[config.mk]
export PLATFORM = sky130hd
export DESIGN_NAME = execute_cycle
export DESIGN_NICKNAME = d
export VERILOG_FILES = /design/src/rtl/execute_cycle.sv
export SDC_FILE = /design/constraint.sdc
export NUM_CORES = 1
export LEC_CHECK = 0
export BUFFER_PORTS_ARGS = -buffer_cell sky130_fd_sc_hd__buf_2
export CORE_MARGIN = 3
export CORE_UTILIZATION = 57
export DETAILED_ROUTE_END_ITERATION = 10
export HOLD_SLACK_MARGIN = 0.1
export PLACE_DENSITY_LB_ADDON = 0.2
export REMOVE_ABC_BUFFERS = 1
export SKIP_CTS_REPAIR_TIMING = 1
export SYNTH_ARGS = -nofsm -noshare
export SYNTH_HDL_FRONTEND = slang
export SYNTH_SLANG_ARGS = --single-unit
[constraint.sdc]
create_clock -name clk -period 5.02 [get_ports clk]
set_input_delay 0.502 -clock clk [delete_from_list [all_inputs] [get_ports clk]]
set_output_delay 0.502 -clock clk [all_outputs]
set_load 0.01 [all_outputs]
[src/rtl/execute_cycle.sv]
`default_nettype none
// +--------------------------------------------------------------------------+
// | execute_cycle : EX stage - operand forwarding, ALU, EX/MEM register.     |
// | MUL_ENABLE_EN : adds the iterative shift-add multiplier with stallE.     |
// | Revision      : 1.0                                                      |
// +--------------------------------------------------------------------------+
module execute_cycle #(
  parameter int WIDTH   = 19,
  parameter int REGADDR = 3
) (
  input  logic               clk,
  input  logic               rst,
  input  logic [WIDTH-1:0]   rd1E,
  input  logic [WIDTH-1:0]   rd2E,
  input  logic [WIDTH-1:0]   immextE,
  input  logic               alusrcE,
  input  logic [2:0]         aluctrlE,
  input  logic               regwriteE,
  input  logic               resultsrcE,
  input  logic               memwriteE,
  input  logic [REGADDR-1:0] rdE,
  input  logic               validE,
  input  logic               flushE,
  input  logic [1:0]         forwardAE,
  input  logic [1:0]         forwardBE,
  input  logic [WIDTH-1:0]   resultW,
  output logic [WIDTH-1:0]   aluresultM,
  output logic [WIDTH-1:0]   writedataM,
  output logic               regwriteM,
  output logic               resultsrcM,
  output logic               memwriteM,
  output logic [REGADDR-1:0] rdM,
  output logic               stallE
);

  localparam logic [2:0] c_OP_ADD = 3'b000;
  localparam logic [2:0] c_OP_SUB = 3'b001;
  localparam logic [2:0] c_OP_AND = 3'b010;
  localparam logic [2:0] c_OP_OR  = 3'b011;
  localparam logic [2:0] c_OP_XOR = 3'b100;
  localparam logic [2:0] c_OP_SLT = 3'b101;
  localparam logic [2:0] c_OP_SHL = 3'b110;
  localparam logic [2:0] c_OP_MUL = 3'b111;

  logic [WIDTH-1:0]   w_src_a;
  logic [WIDTH-1:0]   w_fwd_b;
  logic [WIDTH-1:0]   w_src_b;
  logic [WIDTH-1:0]   w_alu;
  logic               w_slt;
  logic               w_stall;
  logic               w_mul_out;
  logic [WIDTH-1:0]   w_m_res;
  logic [WIDTH-1:0]   w_m_wd;
  logic               w_m_regwrite;
  logic               w_m_resultsrc;
  logic               w_m_memwrite;
  logic [REGADDR-1:0] w_m_rd;

  // Encodings 00 and 11 both select the register-file operand.
  always_comb begin
    case (forwardAE)
      2'b01:   w_src_a = resultW;
      2'b10:   w_src_a = aluresultM;
      default: w_src_a = rd1E;
    endcase
    case (forwardBE)
      2'b01:   w_fwd_b = resultW;
      2'b10:   w_fwd_b = aluresultM;
      default: w_fwd_b = rd2E;
    endcase
    w_src_b = alusrcE ? immextE : w_fwd_b;
  end

  always_comb begin
    w_slt = $signed(w_src_a) < $signed(w_src_b);
    case (aluctrlE)
      c_OP_ADD: w_alu = w_src_a + w_src_b;
      c_OP_SUB: w_alu = w_src_a - w_src_b;
      c_OP_AND: w_alu = w_src_a & w_src_b;
      c_OP_OR:  w_alu = w_src_a | w_src_b;
      c_OP_XOR: w_alu = w_src_a ^ w_src_b;
      c_OP_SLT: w_alu = {{(WIDTH-1){1'b0}}, w_slt};
      c_OP_SHL: w_alu = (w_src_b[4:0] >= 5'(WIDTH)) ? '0 : (w_src_a << w_src_b[4:0]);
      default:  w_alu = '0;  // MUL: product comes from the multiplier when present
    endcase
  end

`ifdef MUL_ENABLE_EN
  localparam int         c_CW     = $clog2(WIDTH);
  localparam logic [1:0] c_S_IDLE = 2'd0;
  localparam logic [1:0] c_S_BUSY = 2'd1;
  localparam logic [1:0] c_S_DONE = 2'd2;

  logic [1:0]         r_state;
  logic [1:0]         w_next;
  logic               w_accept;
  logic [c_CW-1:0]    r_count;
  logic [WIDTH-1:0]   r_mcand;
  logic [WIDTH-1:0]   r_mplier;
  logic [WIDTH-1:0]   r_acc;
  logic [WIDTH-1:0]   r_wdata;
  logic               r_regwrite;
  logic               r_resultsrc;
  logic               r_memwrite;
  logic [REGADDR-1:0] r_rd;

  always_ff @(posedge clk or negedge rst) begin
    if (!rst) r_state <= c_S_IDLE;
    else      r_state <= w_next;
  end

  always_comb begin
    w_next = r_state;
    case (r_state)
      c_S_IDLE: if (w_accept) w_next = c_S_BUSY;
      c_S_BUSY: begin
        if (flushE)                                w_next = c_S_IDLE;
        else if (r_count == c_CW'(WIDTH-1))        w_next = c_S_DONE;
      end
      default:  w_next = c_S_IDLE;
    endcase
  end

  // A flush anywhere in the multiply drops the stall and the pending product.
  always_comb begin
    w_accept  = 1'b0;
    w_stall   = 1'b0;
    w_mul_out = 1'b0;
    case (r_state)
      c_S_IDLE: begin
        w_accept = validE && (aluctrlE == c_OP_MUL) && !flushE;
        w_stall  = w_accept;
      end
      c_S_BUSY: w_stall   = !flushE;
      c_S_DONE: w_mul_out = !flushE;
      default:  w_stall   = 1'b0;
    endcase
  end

  always_ff @(posedge clk or negedge rst) begin
    if (!rst) begin
      r_count     <= '0;
      r_mcand     <= '0;
      r_mplier    <= '0;
      r_acc       <= '0;
      r_wdata     <= '0;
      r_regwrite  <= 1'b0;
      r_resultsrc <= 1'b0;
      r_memwrite  <= 1'b0;
      r_rd        <= '0;
    end else if (w_accept) begin
      r_count     <= '0;
      r_mcand     <= w_src_a;
      r_mplier    <= w_src_b;
      r_acc       <= '0;
      r_wdata     <= w_fwd_b;
      r_regwrite  <= regwriteE;
      r_resultsrc <= resultsrcE;
      r_memwrite  <= memwriteE;
      r_rd        <= rdE;
    end else if (r_state == c_S_BUSY) begin
      if (r_mplier[0]) r_acc <= r_acc + r_mcand;
      r_mcand  <= r_mcand << 1;
      r_mplier <= r_mplier >> 1;
      if (r_count != c_CW'(WIDTH-1)) r_count <= r_count + 1'b1;
    end
  end
`else
  assign w_stall   = 1'b0;
  assign w_mul_out = 1'b0;
`endif

  always_comb begin
    w_m_res       = '0;
    w_m_wd        = '0;
    w_m_regwrite  = 1'b0;
    w_m_resultsrc = 1'b0;
    w_m_memwrite  = 1'b0;
    w_m_rd        = '0;
`ifdef MUL_ENABLE_EN
    if (w_mul_out) begin
      w_m_res       = r_acc;
      w_m_wd        = r_wdata;
      w_m_regwrite  = r_regwrite;
      w_m_resultsrc = r_resultsrc;
      w_m_memwrite  = r_memwrite;
      w_m_rd        = r_rd;
    end else
`endif
    if (validE && !flushE && !w_stall) begin
      w_m_res       = w_alu;
      w_m_wd        = w_fwd_b;
      w_m_regwrite  = regwriteE;
      w_m_resultsrc = resultsrcE;
      w_m_memwrite  = memwriteE;
      w_m_rd        = rdE;
    end
  end

  always_ff @(posedge clk or negedge rst) begin
    if (!rst) begin
      aluresultM <= '0;
      writedataM <= '0;
      regwriteM  <= 1'b0;
      resultsrcM <= 1'b0;
      memwriteM  <= 1'b0;
      rdM        <= '0;
    end else begin
      aluresultM <= w_m_res;
      writedataM <= w_m_wd;
      regwriteM  <= w_m_regwrite;
      resultsrcM <= w_m_resultsrc;
      memwriteM  <= w_m_memwrite;
      rdM        <= w_m_rd;
    end
  end

  assign stallE = w_stall;

endmodule
`default_nettype wire

Word level (Yosys, flattened, before mapping)
Index checks and enable logic that the tools add are counted.

operators by class
  equality and inequality tests = 10
  shift operators = 1
  reductions and logical operators = 3
  divide/modulo/power cells = 0
  multipliers = 0
  bitwise logic cells = 3
  magnitude comparators = 2
  muxes and demuxes = 11
  $add $sub $neg = 2

operators by type and width
  cell                                                                   count
  19-bit case mux with 7 select lines                                    1
  19-bit 2-to-1 mux                                                      4
  19-bit case mux with 2 select lines                                    2
  19-bit adder                                                           1
  19-bit AND                                                             1
  19-bit < comparator                                                    1
  19-bit bitwise OR                                                      1
  19-bit by 5-bit << shifter with 19-bit output                          1
  19-bit subtractor                                                      1
  19-bit XOR                                                             1
  3-bit equality test, second input constant                             3
  3-bit by 2-bit equality test with 1-bit output, second input constant  2
  5-bit >= comparator, second input constant                             1
  2-bit by 1-bit equality test with 1-bit output, second input constant  2
  2-bit equality test, second input constant                             2
  3-bit by 1-bit equality test with 1-bit output, second input constant  1
  3-bit logical NOT                                                      1
  1-bit 2-to-1 mux                                                       3
  3-bit 2-to-1 mux                                                       1
  1-bit logical AND                                                      1
  1-bit logical NOT                                                      1

storage, ports and cells
  RAM bits = 0
  bits in latches = 0
  register bits after elaboration = 44
  memory bits (read-only) = 0
  input bits = 94
  memories kept = 0
  output and inout port bits = 45

Depth between registers and ports, before layout
  depth in word-level cells = 7
  mapped depth = 19
  mapped depth without buffers = 16

Least setup slack after synthesis
No wires, ideal clock.

  path type = input-to-reg
  start point = in forwardBE[0]
  end point = reg aluresultM[16]
  path slack = 0.889 ns
  arrival = 3.995 ns
  stages = 18
  data required time = 4.883 ns
  path through = inv_1 -> ha_1 -> nor2b_1 -> o31ai_4 -> buf_4 -> buf_2 -> buf_4 -> ha_1 -> inv_1 -> fa_1 -> nor2b_1 -> o211ai_1 -> and4b_1 -> o31a_1 -> o21a_1 -> o211ai_1 -> o31a_1 -> a31oi_1

on the way
  longest elaborated chain between the ends = 7
  elaborated cells on any way between the ends = 14
  those cells by class = add/sub (2); order compare (1); eq/ne (2); shift (1); mux (5); bitwise (3)

RTL lines
  item                                                                                          RTL line  RTL
  start: declaration                                                                            25        input logic [1:0] forwardBE,
  2-bit equality test / 2-bit by 1-bit equality test with 1-bit output (equally long branches)  66        case (forwardBE)
  19-bit case mux with 2 select lines (*)                                                       66
  19-bit 2-to-1 mux (*)                                                                         71        w_src_b = alusrcE ? immextE : w_fwd_b;
  parallel branches: the longest is 2 deep, another holds 19-bit subtractor                     --
  19-bit case mux with 7 select lines (*)                                                       76        case (aluctrlE)
  19-bit 2-to-1 mux (*)                                                                         190       if (validE && !flushE && !w_stall) begin
  named net w_m_res[16]                                                                         52        logic [WIDTH-1:0] w_m_res;
  end signal: assignment                                                                        209       aluresultM <= w_m_res;
  end: declaration                                                                              27        output logic [WIDTH-1:0] aluresultM,

Mark *: on every way through the listed nets, which the timed path passes.

Worst setup path in the final report
  start point = in forwardAE[0]
  end point = reg aluresultM[17]

on the way
  longest elaborated chain between the ends = 6
  elaborated cells on any way between the ends = 12
  those cells by class = add/sub (2); eq/ne (2); shift (1); mux (4); bitwise (3)

RTL lines
  item                                                                                          RTL line  RTL
  start: declaration                                                                            24        input logic [1:0] forwardAE,
  2-bit equality test / 2-bit by 1-bit equality test with 1-bit output (equally long branches)  61        case (forwardAE)
  19-bit case mux with 2 select lines (*)                                                       61
  parallel branches: the longest is 2 deep, another holds 19-bit subtractor                     --
  19-bit case mux with 7 select lines (*)                                                       76
  19-bit 2-to-1 mux (*)                                                                         190
  named net w_m_res[17]                                                                         52

Marks and branches as above.

==> flow_metrics.tcl <==
set metrics [dict create \
    synth_edf_count 0 \
    remaining_drc_errors 0 \
    met3WireLength_microns 2670 \
    cp_slowest_cell "ha_1" \
    ys_ff_latch 44 \
    reg2reg_depth 14 \
    globalRouteOverflowTotal 0 \
    antenna_found_initial 0 \
    fin_crit_ps 4360 \
    drv_slew 0 \
    crit_type "in2reg" \
    start_util 0.598 \
    worstSkewPairLatency_ps 320 \
    synthCells 858 \
    ctsLongestPathBuffers 2 \
    nFillCells 966 \
    cts_max_level 2 \
    wl_met2_microns 9680 \
    worst_pin_slew_ps 1010 \
    fin_crit_sh 0.868 \
    die_h_microns 111 \
    clkTransAtPathRegs_ps 100 \
    top_layer "met4" \
    numPortBuffers 137 \
    wire_per_inst_microns 20.4 \
    ff2ff_setup_slack_ps 990 \
    setup_tns_ps 0 \
    netlist_area_sq_um 6310 \
    worstSetupEndpointType "flop" \
    drt-initial-drc-count 939 \
    layout.nets 1147 \
    worst-path-stages 15 \
    timing.rr.end "aluresultM[18]" \
    vias_per_cell 6.39 \
    vdd_drop_max_mv 0.145 \
    core_area_sq_um 10600 \
    crit_buf_inv 5 \
    crit_fanout 20 \
    cp.required_ps 5250 \
    cp-start-kind "input port" \
    status "finished clean" \
    synthFlopType "dfrtp_1" \
    ys_types 85 \
    antennaDiodeCount 0 \
    postLayoutCellArea_sq_um 7280 \
    rows 37 \
    yosysWarningCount 0 \
    fmaxAchievable_mhz 229 \
    fp.dieArea_sq_um 12400 \
    synthArstFlopShare 1.00 \
    cts_tree "done" \
    slowest_delay_ps 590 \
    syn_to_final_growth_pct 15.4 \
    grt_max_degree 47 \
    hpwlAfterDp_microns 17500 \
    maxSlewHeadroom 0.329 \
    drive_above_1_share 0.220 \
    rsz0062_at_grt "no" \
    grt_pass1_vias 6714 \
    ant_nets 0 \
    totalWireLength_microns 22800 \
    cts-root-buf "clkbuf_8" \
    place_area_sq_um 7170 \
    ys_seq_area_frac 0.174 \
    power.density_nw_per_um2 231 \
    crit_family "compound AO/OA/AOI/OAI gates" \
    io_pins 139 \
    hp-class "in2async" \
    gp_congestion 1.04 \
    leakage_uw 0.00355 \
    dr.pass1.iters 5 \
    hold_viol_final 0 \
    clock-sinks 44 \
    timing.rr.start "aluresultM[0]" \
    path_cells "buf_2 > inv_1 > ha_1 > buf_4 > o21ai_0 > buf_4 > ha_1 > inv_1 > a21o_1 > a221oi_1 > nor3b_1 > o41ai_2 > a2111o_1 > and3b_1 > a21oi_1" \
    critPathArrivalTime_ps 4590 \
    clock_skew_ps 4.56 \
    holdWs_ps 272 \
    setup_viol 0 \
    num_vias 7149 \
    utilization 0.690 \
    chipWidth_microns 111 \
    numCtsBuffers 5 \
    grt_usage 0.359 \
    wl_met1_microns 9940 \
    avgSynthCellArea_sq_um 7.35 \
    maxCapViolCount 0 \
    grt_pass1_wl_microns 36100 \
]
-- worst reg2reg max path: stages (launching register included) --
cell and delay [ps]:
dfrtp_1 480, a22oi_1 130, o21ai_1 490, inv_1 170, ha_1 280, fa_1 470
nor2_1 190, o31ai_1 130, a21oi_1 350, nor4b_1 140, buf_4 170, o21bai_1 410
and4_1 260, o21ai_1 80, a31oi_1 200
-- cells in the mapped netlist, drive strengths merged, types with 4 or more instances --
master,instances,share of area
a211oi,9,0.011
a21o,6,0.0071
a21oi,75,0.059
a221o,6,0.0095
a221oi,8,0.017
a22oi,34,0.041
a31oi,11,0.011
a32oi,4,0.0056
and2,7,0.0069
buf,29,0.027
clkbuf,29,0.017
dfrtp,44,0.17
ha,70,0.14
inv,63,0.037
mux2,6,0.011
mux2i,25,0.040
nand2,92,0.055
nand2b,10,0.0099
nand3,19,0.015
nor2,90,0.054
nor2b,10,0.0099
nor3,16,0.013
nor3b,4,0.0048
o211ai,18,0.022
o21a,4,0.0048
o21ai,73,0.058
o21bai,5,0.0059
o22ai,4,0.0040
o311ai,5,0.0081
o31a,5,0.0069
o31ai,10,0.016
or2,4,0.0040
or3,5,0.0050
xnor2,6,0.0083
-- worst max-delay path by stage --
stage / from / to / slack [ps]
after CTS: forwardBE[0] / aluresultM[17] / 770
after floorplan: forwardBE[0] / aluresultM[16] / 260
after global routing: forwardBE[0] / aluresultM[17] / 480
final: forwardAE[0] / aluresultM[17] / 660
after global placement: forwardBE[0] / aluresultM[17] / 440
after detailed placement: forwardBE[0] / aluresultM[17] / 450
-- area by class of cell --
| class | count | area [sq um] | area share |
|---|---|---|---|
| sequential | 44 | 1100 | 0.151 |
| timing repair buffer | 174 | 963 | 0.132 |
| multi-input combinational | 692 | 4690 | 0.644 |
| clock buffer | 5 | 68.8 | 0.00945 |
| tap | 136 | 170 | 0.0234 |
| clock inverter | 3 | 46.3 | 0.00636 |
| inverter | 64 | 240 | 0.0330 |
-- flip-flops by register name, indices dropped and copies added, names as in the netlist --
signal / count
aluresultM: 19
writedataM: 19
rdM: 3
memwriteM: 1
regwriteM: 1
resultsrcM: 1
-- cells in the final DEF, fill, tap and decap left out, types with 4 or more instances in the layout --
cell and n:
a21oi_1 75, nand3_1 19, o22ai_1 4, xnor2_1 6, o21ai_1 18, o31a_1 5
nor2_1 88, nand2_1 92, a221o_1 6, nor3_1 16, clkbuf_8 5, o31ai_1 7
a221oi_1 4, ha_1 70, a22oi_1 33, or3_1 5, inv_1 60, o211ai_1 17
dfrtp_1 44, nor2b_1 9, o21a_1 4, o21bai_1 5, mux2i_1 25, a31oi_1 11
a21o_1 6, buf_4 37, nand2b_1 10, and2_1 7, mux2_2 5, a32oi_1 4
nor3b_1 4, o21ai_0 55, buf_2 137, o311ai_0 4, a211oi_1 9
-- report_power, final --
group          switching [uW]  leakage (uW)  total [uW]  internal, uW
clock network             152     0.0000548         303           150
registers                9.69      0.000601         381           371
logic                     627       0.00289        1000           375
-- cells by family after synthesis --
| logic type | synth area share |
|---|---|
| muxes | 0.0575 |
| and+or+nand+nor | 0.195 |
| other | 0.000594 |
| DFF | 0.174 |
| adders and majority gates | 0.145 |
| AOI/OAI and AO/OA | 0.336 |
| buffers and inverters | 0.0821 |
| xor gates and xnor gates | 0.00972 |
-- layer usage --
| layer | track usage | vias up |
|---|---|---|
| li1 | - | 3332 |
| met1 | 0.535 | 3334 |
| met2 | 0.527 | 446 |
| met3 | 0.0715 | 37 |
| met4 | 0.0949 | 0 |
| met5 | 0 | - |
-- per-stage QoR --
stage | total power, uW | worst slack (ps) | instances
final | 1690 | 661 | 1118
after global routing | 1800 | 481 | 1118
after CTS | 1660 | 768 | 1118
after detailed placement | 1360 | 447 | 1110
after global placement | 1350 | 442 | 1110
after floorplan | 1030 | 260 | 800
No activity file was read; power rests on OpenSTA's default activity.
